`src/rtl/li_upsampler.sv`:
```
// li_upsampler: linear-interpolation upsampler, one signed sample per period in, R = 2**LOG2_R interpolated samples out.
//   Optional build macro LI_ROUND_EN: when defined, interpolated points round half toward +inf, otherwise they truncate toward -inf.
//   Ports: clock, reset (async active-low), din/din_valid (input sample strobe), out_tick (output-rate enable),
//          dout/dout_valid (registered interpolated sample), overrun/underrun (sticky pacing flags).
module li_upsampler #(
  parameter int W = 18,
  parameter int LOG2_R = 3
) (
  input  logic                clock,
  input  logic                reset,
  input  logic signed [W-1:0] din,
  input  logic                din_valid,
  input  logic                out_tick,
  output logic signed [W-1:0] dout,
  output logic                dout_valid,
  output logic                overrun,
  output logic                underrun
);
  localparam int AW = W + LOG2_R + 1;
  localparam logic [LOG2_R:0] R = (LOG2_R + 1)'(1 << LOG2_R);
  typedef enum logic [1:0] {EMPTY, RUN, HOLD} state_t;
  state_t state, state_n, st_b;
  logic signed [W-1:0] x_cur, x_cur_n, dout_n;
  logic signed [W:0] delta, delta_n;
  logic signed [AW-1:0] acc, acc_n, acc_b, x_sc;
  logic [LOG2_R:0] k, k_n, k_b;
  logic run_t, hold_t, dout_valid_n, overrun_n, underrun_n;
  assign x_sc = {{(LOG2_R + 1){x_cur[W-1]}}, x_cur} << LOG2_R;
  // A load is applied first, so a coincident tick sees the freshly loaded segment.
  always_comb begin
    st_b = din_valid ? RUN : state;
    acc_b = din_valid ? x_sc : acc;
    k_b = din_valid ? '0 : k;
    delta_n = din_valid ? {din[W-1], din} - {x_cur[W-1], x_cur} : delta;
    x_cur_n = din_valid ? din : x_cur;
    run_t = out_tick && st_b == RUN;
    hold_t = out_tick && st_b == HOLD;
    acc_n = run_t ? acc_b + AW'(delta_n) : acc_b;
    k_n = run_t ? k_b + 1'b1 : k_b;
    state_n = (run_t && k_b + 1'b1 == R) ? HOLD : st_b;
`ifdef LI_ROUND_EN
    dout_n = run_t ? W'((acc_b + AW'(2 ** (LOG2_R - 1))) >>> LOG2_R) : hold_t ? x_cur : dout;
`else
    dout_n = run_t ? W'(acc_b >>> LOG2_R) : hold_t ? x_cur : dout;
`endif
    dout_valid_n = run_t || hold_t;
    // One missing tick is tolerated so the output phase can slip against the input strobe.
    overrun_n = overrun || (din_valid && state == RUN && k < R - 1'b1);
    underrun_n = underrun || hold_t;
  end
  always_ff @(posedge clock or negedge reset) begin
    if (!reset) begin
      state <= EMPTY;
      x_cur <= '0;
      delta <= '0;
      acc <= '0;
      k <= '0;
      dout <= '0;
      dout_valid <= 1'b0;
      overrun <= 1'b0;
      underrun <= 1'b0;
    end else begin
      state <= state_n;
      x_cur <= x_cur_n;
      delta <= delta_n;
      acc <= acc_n;
      k <= k_n;
      dout <= dout_n;
      dout_valid <= dout_valid_n;
      overrun <= overrun_n;
      underrun <= underrun_n;
    end
  end
endmodule

```
`config.mk`:
```
export PLATFORM = sky130hd
export DESIGN_NAME = li_upsampler
export DESIGN_NICKNAME = d
export VERILOG_FILES = /design/src/rtl/li_upsampler.sv
export SDC_FILE = /design/constraint.sdc
export NUM_CORES = 1
export LEC_CHECK = 0
export CAP_MARGIN = 20
export CORE_MARGIN = 5
export CORE_UTILIZATION = 45
export DETAILED_ROUTE_END_ITERATION = 16
export GPL_ROUTABILITY_DRIVEN = 0
export SYNTH_ARGS = -nofsm -noshare
export SYNTH_HDL_FRONTEND = slang
export SYNTH_SLANG_ARGS = --single-unit
export TNS_END_PERCENT = 50
```
`constraint.sdc`:
```
create_clock -name clock -period 6.5 [get_ports clock]
set_input_delay 1.3 -clock clock [delete_from_list [all_inputs] [get_ports clock]]
set_output_delay 1.3 -clock clock [all_outputs]
set_load 0.01 [all_outputs]
```
==> metrics.yaml <==
placed_design:
  hpwl_um: 8940
  numPortBuffers: 42
power:
  comb_power_share_pct: 44.3
  sequentialPowerShare_pct: 31.2
  p_int_w: 0.00148
  powerDensity_nw_per_um2: 371
  switching_share_pct: 35.7
  power.switching_w: 0.000821
  total_power_w: 0.00230
  vdd_drop_max_mv: 0.233
  clkPwrFrac_pct: 24.5
  p_leak_nw: 2.84
global_route:
  antenna_found_initial: 0
  grt.busiest_layer: "met2"
  grt_max_degree: 51
  grt_pass1_vias: 4154
  grt_first_pass_wirelength_um: 21200
  grt_overflow_total: 0
  grt_use_met3_pct: 4.63
  grt_use_met1_pct: 26.5
  met2_usage_pct: 27.8
  grtUsageTotal_pct: 18.5
routing:
  wl_per_cell_um: 16.5
  drtIter0Drc: 254
  firstDrtPassIters: 5
  vias: 4211
  antenna_left: 0
  wirelength_um: 12500
  viasPerCell: 5.57
  drc: 0
synth:
  syn_avg_cell_area_um2: 9.34
  synth_top_area_cell: "dfrtp_1"
  synth_async_sr_flop_share_pct: 100
  synthCells: 568
  netlist_area_um2: 5310
  synth_top_cell_area_share_pct: 40.1
  synth_nets: 632
  ys_types: 59
  synth-edff-count: 0
  synth_sequential_area_ratio_pct: 40.1
  yosys_register_bits: 85
  yosysWarnings: 0
  synth.area.top_cells: "dfrtp_1 (40%), ha_1 (9.4%), a21oi_1 (4.7%), mux2_2 (4.5%), nor2_1 (3.8%)"
  synthFlopType: "dfrtp_1"
sta:
  setup_viol: 0
  max_freq_ghz: 0.178
  period_share_pct: 86.4
  fin_tns_setup_ps: 0
  min_period_ps: 5620
  skew_ps: 5.03
  whs_ps: 466
  slew_violations: 0
  tightest_slew_ps: 906
  hold_violations: 0
  rsz0062_at_grt: "no"
  relSlewSlack_pct: 39.6
hold_path:
  min_to: "underrun$_DFF_PN0_"
  hp-start: "underrun$_DFF_PN0_"
  whs_path_depth: 1
  hp-class: "flop to flop"
setup_path:
  cp_top_family: "compound AO/OA/AOI/OAI gates"
  cp_cell_sequence: "clkdlybuf4s50_1 > inv_1 > ha_1 > inv_1 > fa_1 > a211oi_1 > o211a_1 > or2_1 > o21ai_1 > a21oi_1 > o21ai_1 > xor2_1 > mux2_2 > ha_1 > nand3_1 > a211oi_1 > o2111ai_1 > nand4_1 > o311ai_1 > a311oi_1"
  path_buf_inv: 3
  critPathKind: "primary input to flop"
  critPathLaunchType: "primary input"
  reg2reg_to: "acc[20]$_DFF_PN0_"
  reg2regPathDepth: 18
  cp_max_fo: 4
  ff2ff_setup_slack_ps: 1890
  crit_required_ps: 6760
  arrival_ps: 5870
  crit_slowest_cell: "a211oi_1"
  end_kind: "flop"
  reg2reg_from: "x_cur[0]$_DFFE_PN0P_"
  cp_slowest_stage_delay_ps: 530
layout:
  drive_above_1_share_pct: 9.30
  layout_commonest_cell: "dfrtp_1"
  most-common-layout-cells: "dfrtp_1 (85), nor2_1 (54), nand2_1 (52)"
  antennaDiodeCount: 0
  area_delta_synth_final_pct: 16.8
  nets: 672
floorplan:
  num_io_pins: 43
  initial_core_util_pct: 46.3
  die-area_um2: 14100
  rows: 39
  core_area_um2: 11500
  die_w_um: 119
  dieHeight_um: 119
clock_tree:
  cts_resized: 0
  post_cts_buffers: 0
  cts_tree: "yes"
  insertion_delay_ps: 350
  cts_buffers: 9
  h-tree-depth: 3
  cts_root_buf: "clkbuf_16"
  clk_pin_slew_ps: 60
  clock_path_buffers: 2
  cts_sinks: 85
  ctsHoldBuffers: 0
flow_run:
  max_cap_viol_count: 0
outcome:
  status: "completed"
==> how the worst max path moves through the flow <==
stage	start	endpoint	slack (ps)	cells after the start
2_1_floorplan	din_valid	acc[20]$_DFF_PN0_	1540	14
3_3_place_gp	din[0]	acc[20]$_DFF_PN0_	550	20
3_5_place_dp	din[0]	acc[20]$_DFF_PN0_	560	20
4_1_cts	din[0]	acc[20]$_DFF_PN0_	900	20
5_1_grt	din[0]	acc[20]$_DFF_PN0_	520	20
6_report	din[0]	acc[20]$_DFF_PN0_	880	20
==> sequential cells by signal, summed over array words and instances (netlist names) <==
signal      cells
dout           18
acc            21
x_cur          18
underrun        1
delta          19
overrun         1
k               4
dout_valid      1
state           2
==> area by class of cell <==
cell class | count | area (µm²)
multi-input cells | 422 | 2950
repair buffers | 48 | 458
clock inverters | 6 | 86.3
well taps | 143 | 179
inverters | 42 | 158
clock buffers | 10 | 239
fillers | 1053 | 5270
flip-flops and latches | 85 | 2130
==> power by group through the flow <==
stage | Sequential, W | Combinational [W] | Clock, W
3_3_place_gp | 0.000725 | 0.00100 | 0
2_1_floorplan | 0.000729 | 0.000742 | 0
5_1_grt | 0.000732 | 0.00114 | 0.000600
3_5_place_dp | 0.000727 | 0.00101 | 0
4_1_cts | 0.000718 | 0.00102 | 0.000580
6_report | 0.000717 | 0.00102 | 0.000564
==> stage by stage <==
step | setup WS (ps) | std cells | instance area (µm²) | util (%)
after detailed placement | 556 | 740 | 5880 | 51.2
after global placement | 548 | 740 | 5880 | 51.2
after CTS | 897 | 756 | 6200 | 54.1
final | 881 | 756 | 6200 | 54.1
after global routing | 520 | 756 | 6200 | 54.1
after floorplan | 1540 | 568 | 5310 | -
==> routing by layer <==
metal | vias up | part of all wire (%)
met4 | 0 | 1.1
met2 | 96 | 45
met5 | - | 0
li1 | 2100 | -
met1 | 2003 | 49
met3 | 12 | 4.8
==> cell families (layout without fill, tap and decap cells) <==
logic type               after synthesis  count (layout)  share of synthesized area [%]
flip-flops                            85              85                           40.1
adder cells (fa/ha/maj)               42              42                           10.2
buffers and inverters                 61             106                           4.34
AND/OR/NAND/NOR                      154             154                           12.9
AO/OA/AOI/OAI                        160             160                           20.3
XOR/XNOR                              32              32                           5.28
multiplexers                          34              34                           6.91
==> cell usage after synthesis, types with 2 or more instances <==
master / number
a211oi_1: 9
a211oi_2: 2
a21o_1: 9
a21oi_1: 50
a221o_1: 11
a22oi_1: 6
a31o_2: 2
and3_1: 4
buf_1: 2
clkbuf_1: 16
dfrtp_1: 85
fa_1: 2
ha_1: 40
inv_1: 41
mux2_2: 21
mux2i_1: 13
nand2_1: 52
nand2b_1: 3
nand3_1: 7
nor2_1: 54
nor2b_1: 9
nor3_1: 11
o2111ai_1: 2
o211a_1: 3
o211ai_1: 2
o21a_1: 5
o21ai_0: 32
o21ai_1: 4
o21bai_1: 2
o31a_1: 2
o31ai_1: 3
or2_1: 2
or2_2: 2
or3_1: 5
xnor2_1: 22
xor2_1: 10
No activity file was read; power rests on OpenSTA's default activity.
